**src/rtl/mem_access_unit.sv**
```systemverilog
// Word-only memory adapter for the MEM stage: sub-word load extract/extend,
// sub-word store read-modify-write, misalignment flagging.
module mem_access_unit #(
    parameter bit BIG_ENDIAN   = 1'b1,
    parameter bit STRICT_ALIGN = 1'b1
) (
    input  logic        clock,
    input  logic        reset,
    input  logic        req_valid_in,
    input  logic        req_we_in,
    input  logic [1:0]  req_size_in,
    input  logic        req_signed_in,
    input  logic [31:0] req_addr_in,
    input  logic [31:0] req_wdata_in,
    output logic        req_ready_out,
    output logic        resp_valid_out,
    output logic [31:0] resp_rdata_out,
    output logic        misalign_out,
    output logic [31:0] mem_addr_out,
    output logic [31:0] mem_writedata_out,
    output logic        mem_re_out,
    output logic        mem_we_out,
    output logic [1:0]  mem_size_out,
    input  logic [31:0] mem_readdata_in
);

    localparam logic [2:0] S_IDLE   = 3'd0;
    localparam logic [2:0] S_LOAD   = 3'd1;
    localparam logic [2:0] S_STORE  = 3'd2;
    localparam logic [2:0] S_RMW_RD = 3'd3;
    localparam logic [2:0] S_RMW_WR = 3'd4;
    localparam logic [2:0] S_ERR    = 3'd5;

    localparam logic [1:0] SZ_BYTE = 2'b00;
    localparam logic [1:0] SZ_HALF = 2'b01;
    localparam logic [1:0] SZ_WORD = 2'b11;

    logic [2:0]  r_state;
    logic [31:0] r_addr_q;
    logic [1:0]  r_size_q;
    logic        r_we_q;
    logic        r_sgn_q;
    logic [31:0] r_wdata_q;
    logic [31:0] r_merged_q;
    logic        r_resp_valid;
    logic [31:0] r_resp_rdata;
    logic        r_misalign;

    logic        w_accept;
    logic        w_mis;
    logic [31:0] w_addr_al;
    logic [4:0]  w_shift;
    logic [31:0] w_lane;
    logic [31:0] w_ext;
    logic [31:0] w_lane_mask;
    logic [31:0] w_merged;

    assign req_ready_out = (r_state == S_IDLE);
    assign w_accept      = req_valid_in && req_ready_out;

    // Reserved size is always an error; alignment faults only in strict mode.
    always_comb begin
        w_mis     = 1'b0;
        w_addr_al = req_addr_in;
        unique case (req_size_in)
            SZ_BYTE: w_mis = 1'b0;
            SZ_HALF: begin
                w_mis     = STRICT_ALIGN && req_addr_in[0];
                w_addr_al = {req_addr_in[31:1], 1'b0};
            end
            SZ_WORD: begin
                w_mis     = STRICT_ALIGN && (req_addr_in[1:0] != 2'b00);
                w_addr_al = {req_addr_in[31:2], 2'b00};
            end
            default: w_mis = 1'b1;
        endcase
    end

    // Bit position of the addressed lane within the memory word.
    always_comb begin
        w_shift = 5'd0;
        if (r_size_q == SZ_BYTE) begin
            w_shift = BIG_ENDIAN ? {~r_addr_q[1:0], 3'b000}
                                 : {r_addr_q[1:0], 3'b000};
        end else if (r_size_q == SZ_HALF) begin
            w_shift = BIG_ENDIAN ? {~r_addr_q[1], 4'b0000}
                                 : {r_addr_q[1], 4'b0000};
        end
    end

    assign w_lane = mem_readdata_in >> w_shift;

    always_comb begin
        w_ext = mem_readdata_in;
        if (r_size_q == SZ_BYTE) begin
            w_ext = {{24{r_sgn_q & w_lane[7]}}, w_lane[7:0]};
        end else if (r_size_q == SZ_HALF) begin
            w_ext = {{16{r_sgn_q & w_lane[15]}}, w_lane[15:0]};
        end
    end

    assign w_lane_mask = (r_size_q == SZ_BYTE) ? 32'h0000_00FF : 32'h0000_FFFF;
    assign w_merged    = (mem_readdata_in & ~(w_lane_mask << w_shift))
                       | ((r_wdata_q & w_lane_mask) << w_shift);

    always_ff @(posedge clock or posedge reset) begin
        if (reset) begin
            r_state      <= S_IDLE;
            r_addr_q     <= 32'd0;
            r_size_q     <= 2'b00;
            r_we_q       <= 1'b0;
            r_sgn_q      <= 1'b0;
            r_wdata_q    <= 32'd0;
            r_merged_q   <= 32'd0;
            r_resp_valid <= 1'b0;
            r_resp_rdata <= 32'd0;
            r_misalign   <= 1'b0;
        end else begin
            r_resp_valid <= 1'b0;
            r_misalign   <= 1'b0;
            unique case (r_state)
                S_IDLE: begin
                    if (w_accept) begin
                        r_addr_q  <= w_addr_al;
                        r_size_q  <= req_size_in;
                        r_we_q    <= req_we_in;
                        r_sgn_q   <= req_signed_in;
                        r_wdata_q <= req_wdata_in;
                        if (w_mis) begin
                            r_state <= S_ERR;
                        end else if (!req_we_in) begin
                            r_state <= S_LOAD;
                        end else if (req_size_in == SZ_WORD) begin
                            r_state <= S_STORE;
                        end else begin
                            r_state <= S_RMW_RD;
                        end
                    end
                end
                S_LOAD: begin
                    r_resp_valid <= 1'b1;
                    r_resp_rdata <= w_ext;
                    r_state      <= S_IDLE;
                end
                S_STORE: begin
                    r_resp_valid <= 1'b1;
                    r_resp_rdata <= 32'd0;
                    r_state      <= S_IDLE;
                end
                S_RMW_RD: begin
                    r_merged_q <= w_merged;
                    r_state    <= S_RMW_WR;
                end
                S_RMW_WR: begin
                    r_resp_valid <= 1'b1;
                    r_resp_rdata <= 32'd0;
                    r_state      <= S_IDLE;
                end
                S_ERR: begin
                    r_resp_valid <= 1'b1;
                    r_resp_rdata <= 32'd0;
                    r_misalign   <= 1'b1;
                    r_state      <= S_IDLE;
                end
                default: r_state <= S_IDLE;
            endcase
        end
    end

    assign resp_valid_out = r_resp_valid;
    assign resp_rdata_out = r_resp_rdata;
    assign misalign_out   = r_misalign;
    assign mem_size_out   = SZ_WORD;
    assign mem_re_out     = (r_state == S_LOAD) || (r_state == S_RMW_RD);
    assign mem_we_out     = (r_state == S_STORE) || (r_state == S_RMW_WR);
    assign mem_addr_out   = (r_state != S_IDLE) ? {r_addr_q[31:2], 2'b00} : 32'd0;

    always_comb begin
        mem_writedata_out = 32'd0;
        if (r_state == S_STORE) begin
            mem_writedata_out = r_wdata_q;
        end else if (r_state == S_RMW_WR) begin
            mem_writedata_out = r_merged_q;
        end
    end

endmodule

```
**config.mk**
```make
export PLATFORM = sky130hd
export DESIGN_NAME = mem_access_unit
export DESIGN_NICKNAME = d
export VERILOG_FILES = /design/src/rtl/mem_access_unit.sv
export SDC_FILE = /design/constraint.sdc
export NUM_CORES = 1
export LEC_CHECK = 0
export ABC_AREA = 1
export ABC_CLOCK_PERIOD_IN_PS = 9850
export CORE_MARGIN = 4
export CORE_UTILIZATION = 51
export CTS_CLUSTER_SIZE = 25
export DETAILED_ROUTE_END_ITERATION = 7
export PLACE_DENSITY = 0.86
export SLEW_MARGIN = 40
export SYNTH_ARGS = -nofsm -noshare
export SYNTH_HDL_FRONTEND = slang
export SYNTH_SLANG_ARGS = --single-unit
```
**constraint.sdc**
```tcl
create_clock -name clock -period 9.85 [get_ports clock]
set_input_delay 2.955 -clock clock [delete_from_list [all_inputs] [get_ports clock]]
set_output_delay 2.955 -clock clock [all_outputs]
set_load 0.005 [all_outputs]
```
==> impl_metrics.tcl, run 1 <==
set metrics [dict create \
    ant_nets 0 \
    rows 41 \
    rsz0062_at_grt "false" \
    hold_path_depth 2 \
    drt_iter0_markers 664 \
    ys_top_cells_by_count "nand2_1 (198), inv_1 (137), dfrtp_1 (136), o21ai_0 (96), nor2_1 (43)" \
    ios 206 \
    end_kind "output port" \
    synth_largest_area_cell "dfrtp_1" \
    overflow 0 \
    post_cts_buffers 0 \
    finClkSkew_ps 10.2 \
    crit_arrival_ps 2630 \
    cpMaxStageDelayCell "clkdlybuf4s50_1" \
    met2RoutedLength_um 9580 \
    track_usage_pct 28.7 \
    reg2reg_from "r_state[0]" \
    dp.cells 1166 \
    synth.ff_latch_count 136 \
    drtPass1Iterations 5 \
    crit_end "mem_writedata_out[10]" \
    clk_latency_ps 430 \
    cap_violations 0 \
    critical_path.top_delay_family "buffers and inverters" \
    regToRegSetupSlack_ps 6830 \
    yosysSeqAreaShare_pct 51.4 \
    fmax_ghz 0.179 \
    cts_resized 0 \
    synthArstFlopShare_pct 100 \
    crit_required_ps 6900 \
    layout.nets 1116 \
    tritoncts "yes" \
    wl_met3_um 2190 \
    antenna_found_initial 0 \
    synth-edff-count 0 \
    cts_inserted_buffers 17 \
    die-width_um 122 \
    slowest_delay_ps 570 \
    final.setup.tns_ps 0 \
    vias 6481 \
    crit_chain "inv_1 > nand3_1 > buf_4 > o22ai_1 > clkdlybuf4s50_1" \
    gp_congestion 0.938 \
    grt_pass1_wl_um 32800 \
    pwr_density_cell_nw_per_um2 275 \
    highest_layer "met4" \
    io_buffers 201 \
    reg2reg_to "r_wdata_q[16]" \
    cts_buffer_depth 2 \
    cts_hold_buf 0 \
    crit_type "reg -> out" \
    crit_buf_inv 3 \
    synthTopCellsByArea "dfrtp_1 (51%), nand2_1 (11%), inv_1 (7.8%), o21ai_0 (7.3%), o22ai_1 (4.0%)" \
    grt_pass1_vias 6365 \
    ir_worst_vdd_mv 0.134 \
    dieArea_um2 14900 \
    synth_area_um2 6620 \
    hp-class "reg -> reg" \
    finish.utilization_pct 73.4 \
    start_kind "flip-flop" \
    timing_hold_violations_final 0 \
    tightest_slew_ps 697 \
    relSlewSlack_pct 53.5 \
    die_y_um 122 \
    met1_length_um 8150 \
    yosysUniqueCellTypes 29 \
    crit_path_start "r_state[2]" \
    clock_sinks 136 \
    status "finished clean" \
    wl_um 20800 \
    vias_per_cell 5.41 \
    fin_crit_sh_pct 56.7 \
    grt_max_degree 88 \
    diodes 0 \
    worstPathMaxFanout 22 \
    final_cells 1198 \
    synth.most_common_cell "nand2_1" \
    avgSynthCellArea_um2 7.91 \
    drc 0 \
    area_delta_synth_final_pct 40.4 \
    drt-wirelength-per-cell_um 17.4 \
    yosys_warnings 0 \
    setup_viol 0 \
    leakagePower_nw 4.38 \
    path_clk_slew_ps 60 \
    syn_inst 837 \
    coreArea_um2 12700 \
    synth_top_area_share_pct 51.4 \
    maxSlewViolCount 0 \
    dp_hpwl_um 15100 \
    fin_crit_ps 5590 \
    start_util_pct 52.3 \
    ys.flop_type "dfrtp_1" \
    clock-root-buffer "clkbuf_16" \
    htreeDepth 4 \
    r2r_cells 8 \
    worstSetupPathDepth 5 \
    drive_above_1_share_pct 5.26 \
]
-- worst min-delay path, cell delays in order (launching register included) --
cell     delay, ps
dfrtp_1        340
nand2_1         50
nand2_1         50
-- cells in the final DEF, fill, tap and decap left out, types with 5 or more instances in the layout --
master | Yosys | routed
o22ai_1 | 42 | 42
dfrtp_1 | 136 | 135
clkdlybuf4s50_1 | 0 | 201
o21ai_1 | 18 | 18
nand2_1 | 198 | 197
o221ai_1 | 5 | 5
inv_1 | 137 | 136
clkbuf_8 | 0 | 6
nor2_1 | 43 | 43
nand3_1 | 12 | 12
clkbuf_16 | 0 | 17
a22oi_1 | 16 | 16
nand4_1 | 16 | 16
o211ai_1 | 10 | 10
a21oi_1 | 36 | 36
o21ai_0 | 96 | 96
-- logic make-up (layout without fill, tap and decap cells) --
logic type / after synthesis / after routing / synth area share, %
AOI/OAI and AO/OA: 226 / 226 / 19.3
other: 2 / 4 / 0.113
and+or+nand+nor: 279 / 279 / 17.2
DFF: 136 / 136 / 51.4
buffers and inverters: 194 / 381 / 12.0
-- power breakdown --
group          internal, W  leakage (nW)  switching (W)  total, W
Combinational     0.000425          2.42       0.000576   0.00100
Clock             0.000457         0.313       0.000232  0.000689
Sequential        0.000769          1.65      0.0000961  0.000866
Total              0.00165          4.38       0.000904   0.00255
-- layout make-up --
cell class              count  area (um2)
flip-flops and latches    136        3400
clock inverters             7         138
multi-input cells         509        2440
fillers                   967        3370
well taps                 172         215
inverters                 143         543
repair buffers            206        2060
clock buffers              25         505
-- routing by layer --
layer	GRT usage [%]	up-vias
met5	0	-
met4	14.6	0
met3	8.08	65
met2	45.0	376
met1	36.6	2992
li1	-	3048
-- worst min-delay path by stage --
stage	startpoint	end	slack, ps
floorplan	r_sgn_q	r_sgn_q	460
global placement	resp_rdata_out[18]	resp_rdata_out[18]	460
detailed placement	resp_rdata_out[0]	resp_rdata_out[0]	470
CTS	resp_rdata_out[0]	resp_rdata_out[0]	480
global route	resp_rdata_out[4]	resp_rdata_out[4]	500
finish	resp_rdata_out[24]	resp_rdata_out[24]	480
-- state kept, by name, summed over array words and instances (netlist names) --
signal,cells
misalign_out,1
r_size_q,2
resp_rdata_out,32
r_state,3
r_wdata_q,32
resp_valid_out,1
r_addr_q,32
r_merged_q,32
r_sgn_q,1
-- stage by stage --
step	setup slack, ps	power (W)	hold slack, ps	cell area (um2)
final	4260	0.00255	480	9300
after global routing	4160	0.00272	505	9300
after CTS	4300	0.00256	481	9300
after detailed placement	4750	0.00186	465	8650
after global placement	4770	0.00183	463	8640
after floorplan	3260	0.00142	464	6630
Note: power is estimated with default switching activity, not from simulation.
==> inputs of run 2 (changes only) <==
ABC_CLOCK_PERIOD_IN_PS = 5420   (was 9850)
CORE_UTILIZATION = 47   (was 51)
PLACE_DENSITY = 0.81   (was 0.86)
clock period = 5.42 ns   (was 9.85 ns; I/O delays follow)
==> impl_metrics.tcl, run 2 (same netlist as run 1, synthesis figures left out) <==
set metrics [dict create \
    hold_path_depth 2 \
    maxSlewViolCount 0 \
    fin_crit_sh_pct 77.5 \
    grt_pass1_wl_um 32200 \
    relSlewSlack_pct 50.9 \
    pwr-share-comb_pct 38.9 \
    power.total_w 0.00466 \
    clock_sinks 136 \
    min_from "resp_rdata_out[28]" \
    start_util_pct 47.9 \
    ant_nets 0 \
    diodes 0 \
    worstPathMaxFanout 22 \
    ir_worst_vdd_mv 0.276 \
    drive_above_1_share_pct 5.56 \
    die_y_um 127 \
    rsz0062_at_grt "false" \
    start_kind "flip-flop" \
    die-width_um 127 \
    final_cells 1206 \
    drc 0 \
    fin_ws_ps 1220 \
    crit_required_ps 3790 \
    final.setup.tns_ps 0 \
    status "finished clean" \
    reg2reg_from "r_state[1]" \
    finClkSkew_ps 5.03 \
    io_buffers 201 \
    grt_max_degree 95 \
    final_cell_mix "clkdlybuf4s50_1 (201), nand2_1 (197), inv_1 (136), dfrtp_1 (135), o21ai_0 (96)" \
    cts_resized 0 \
    wl_um 20700 \
    drt_iter0_markers 718 \
    fmax_ghz 0.238 \
    dp_slack_ps 1710 \
    area_delta_synth_final_pct 41.1 \
    vias 6431 \
    end_kind "output port" \
    crit_arrival_ps 2570 \
    cts_hold_buf 0 \
    seqPwrFrac_pct 33.7 \
    leakagePower_nw 4.39 \
    switching_power_w 0.00165 \
    antenna_found_initial 0 \
    cap_violations 0 \
    reg2reg_to "r_size_q[1]" \
    dp_hpwl_um 15200 \
    ios 206 \
    drtPass1Iterations 8 \
    post_cts_buffers 0 \
    htreeDepth 4 \
    track_usage_pct 25.7 \
    tritoncts "yes" \
    drt-wirelength-per-cell_um 17.1 \
    timing_hold_violations_final 0 \
    dp.cells 1175 \
    tightest_slew_ps 737 \
    clk_latency_ps 420 \
    fillers 1110 \
    overflow 0 \
    gp_congestion 0.900 \
    dieArea_um2 16100 \
    r2r_cells 8 \
    crit_type "reg -> out" \
    fin_crit_ps 4200 \
    final_common_cell "clkdlybuf4s50_1" \
    setup_viol 0 \
    internal_power_w 0.00301 \
    min_to "resp_rdata_out[28]" \
    path_clk_slew_ps 60 \
    pwr_density_cell_nw_per_um2 498 \
    layout.nets 1117 \
    vias_per_cell 5.33 \
    cts_inserted_buffers 17 \
    cts_buffer_depth 2 \
    hp-class "reg -> reg" \
    regToRegSetupSlack_ps 2820 \
    coreArea_um2 13800 \
    pwr-share-clk_pct 27.4 \
    p_sw_share_pct 35.4 \
    rows 43 \
    grt_pass1_vias 6188 \
    fin_hold_ws_ps 478 \
    clock-root-buffer "clkbuf_16" \
]
run 2: worst max-delay path by stage:
| stage | start | endpoint | cells after the start | slack (ps) |
|---|---|---|---|---|
| after global placement | r_state[0] | mem_writedata_out[17] | 4 | 1660 |
| final | r_state[2] | mem_writedata_out[17] | 5 | 1220 |
| after CTS | r_state[2] | mem_writedata_out[17] | 5 | 1260 |
| after global routing | r_state[2] | mem_writedata_out[9] | 5 | 1090 |
| after detailed placement | r_state[2] | mem_writedata_out[17] | 5 | 1710 |
| after floorplan | reset | misalign_out | 1 | 150 |
run 2: power by group through the flow:
stage / logic [W] / registers, W / clock network, W
finish: 0.00181 / 0.00157 / 0.00128
global route: 0.00200 / 0.00161 / 0.00134
CTS: 0.00181 / 0.00157 / 0.00129
detailed placement: 0.00180 / 0.00158 / 0
global placement: 0.00177 / 0.00156 / 0
floorplan: 0.00104 / 0.00154 / 0
run 2: stage by stage:
stage	utilization, %	instance area (um2)
2_1_floorplan	-	6630
3_3_place_gp	62.8	8680
3_5_place_dp	62.8	8690
4_1_cts	67.5	9340
5_1_grt	67.6	9350
6_report	67.6	9350
run 2: area by class of cell:
class / count / area (um2) / share of cell area, %
Clock buffer: 19 / 453 / 4.85
Sequential cell: 136 / 3400 / 36.4
Timing Repair Buffer: 207 / 2080 / 22.3
Multi-Input combinational cell: 509 / 2440 / 26.1
Tap cell: 180 / 225 / 2.41
Inverter: 143 / 543 / 5.81
Clock inverter: 12 / 199 / 2.13
run 2: worst max-delay path, cell delays in order (launching register included):
cell             delay (ps)
dfrtp_1                 430
inv_1                   120
nand3_1                 430
buf_4                   410
o22ai_1                 170
clkdlybuf4s50_1         580
run 2: metal layers:
layer | routed length [um] | track usage, %
met1 | 8530 | 33.5
met2 | 9390 | 39.7
met3 | 2130 | 8.51
met4 | 613 | 10.6
met5 | 0 | 0
==> inputs of run 3 (changes only) <==
ABC_CLOCK_PERIOD_IN_PS = 3890   (was 5420)
clock period = 3.89 ns   (was 5.42 ns; I/O delays follow)
==> impl_metrics.tcl, run 3 (same netlist as run 1, synthesis figures left out) <==
set metrics [dict create \
    final_cell_mix "clkdlybuf4s50_1 (201), nand2_1 (198), inv_1 (136), dfrtp_1 (135), o21ai_0 (96)" \
    seq_area_um2 3400 \
    layout.nets 1118 \
    timing_hold_violations_final 0 \
    coreArea_um2 13800 \
    crit_arrival_ps 2460 \
    fin_crit_sh_pct 93.1 \
    track_usage_pct 25.3 \
    io_buffers 201 \
    dp_hpwl_um 14500 \
    path_clk_slew_ps 60 \
    grt_max_degree 137 \
    clock_sinks 136 \
    hp-class "reg -> reg" \
    fin_hold_ws_ps 479 \
    dieArea_um2 16100 \
    clock-root-buffer "clkbuf_16" \
    gp_congestion 0.913 \
    cts_inserted_buffers 17 \
    maxSlewViolCount 0 \
    cap_violations 0 \
    relSlewSlack_pct 50.3 \
    end_kind "output port" \
    met3_usage_pct 8.67 \
    ir_worst_vdd_mv 0.383 \
    gr-max-usage-layer "met2" \
    start_util_pct 47.9 \
    rows 43 \
    cts_buffer_depth 2 \
    start_kind "flip-flop" \
    grt_pass1_wl_um 31900 \
    multi_input_area_um2 2430 \
    drc 0 \
    fmax_ghz 0.276 \
    final_common_cell "clkdlybuf4s50_1" \
    fin_crit_ps 3620 \
    leakagePower_nw 4.36 \
    die-width_um 127 \
    ios 206 \
    grt_use_met2_pct 39.4 \
    die_y_um 127 \
    dp_slack_ps 700 \
    diodes 0 \
    clk_latency_ps 420 \
    crit_type "reg -> out" \
    final.setup.tns_ps 0 \
    antenna_found_initial 0 \
    crit_required_ps 2720 \
    vias_per_cell 5.23 \
    vias 6312 \
    tritoncts "yes" \
    worstPathMaxFanout 18 \
    setup_viol 0 \
    fillers 1148 \
    overflow 0 \
    drtPass1Iterations 5 \
    cts_hold_buf 0 \
    area_delta_synth_final_pct 40.4 \
    fin_ws_ps 267 \
    grt_pass1_vias 6173 \
    rsz0062_at_grt "false" \
    final_cells 1208 \
    finClkSkew_ps 7.68 \
    cts_resized 0 \
    drt_iter0_markers 687 \
    design_area_um2 9300 \
    use_met1_pct 32.7 \
    ant_nets 0 \
    wl_um 20000 \
    tightest_slew_ps 745 \
    drt-wirelength-per-cell_um 16.6 \
    drive_above_1_share_pct 5.45 \
    status "finished clean" \
    pwr_density_cell_nw_per_um2 684 \
    post_cts_buffers 0 \
    dp.cells 1176 \
    place_area_um2 8690 \
    htreeDepth 4 \
]
## run 3: cell types whose count changed in the layout (fill, tap and decap cells not counted), sizes merged
| cell | change |
|---|---|
| inv | -1 |
| clkinv | +1 |
| clkinvlp | +1 |
| buf | +1 |
| clkbuf | +2 |
| bufinv | -2 |
## run 3: worst paths after layout
| check | from | end | slack [ps] | depth (start not counted) |
|---|---|---|---|---|
| worst min-delay path | resp_rdata_out[22] | resp_rdata_out[22] | 480 | 2 |
| worst min register to register | resp_rdata_out[22] | resp_rdata_out[22] | 480 | 2 |
| worst max-delay path | r_state[0] | mem_writedata_out[17] | 270 | 5 |
| worst max register to register | r_state[0] | r_addr_q[11] | 1300 | 8 |
| min in group asynchronous | reset | r_wdata_q[18] | 1270 | 3 |
| max in group asynchronous | reset | r_size_q[1] | 2000 | 3 |
## run 3: cell type report
class	instances	share of cell area, %
flip-flops and latches	136	36.6
multi-input cells	509	26.1
repair buffers	208	22.5
inverters	143	5.85
clock buffers	21	4.95
well taps	180	2.42
clock inverters	11	1.59
## run 3: critical path, cell delays in order (launching register included)
cell	delay (ps)
dfrtp_1	390
nor2_1	170
nand2_1	410
buf_4	360
o22ai_1	170
clkdlybuf4s50_1	530
## run 3: where the power goes
part / switching (W) / internal, W
logic: 0.00144 / 0.00109
clock network: 0.000614 / 0.00104
registers: 0.000238 / 0.00195
total: 0.00229 / 0.00408
## run 3: layer usage
metal	vias to the layer above	wire (um)
li1	3051	-
met3	35	1940
met4	0	520
met5	-	0
met1	2932	8380
met2	294	9180
## run 3: through the flow
stage | util (%) | total power, W
2_1_floorplan | - | 0.00359
6_report | 67.3 | 0.00637
3_3_place_gp | 62.9 | 0.00465
5_1_grt | 67.3 | 0.00679
3_5_place_dp | 62.9 | 0.00471
4_1_cts | 67.3 | 0.00639
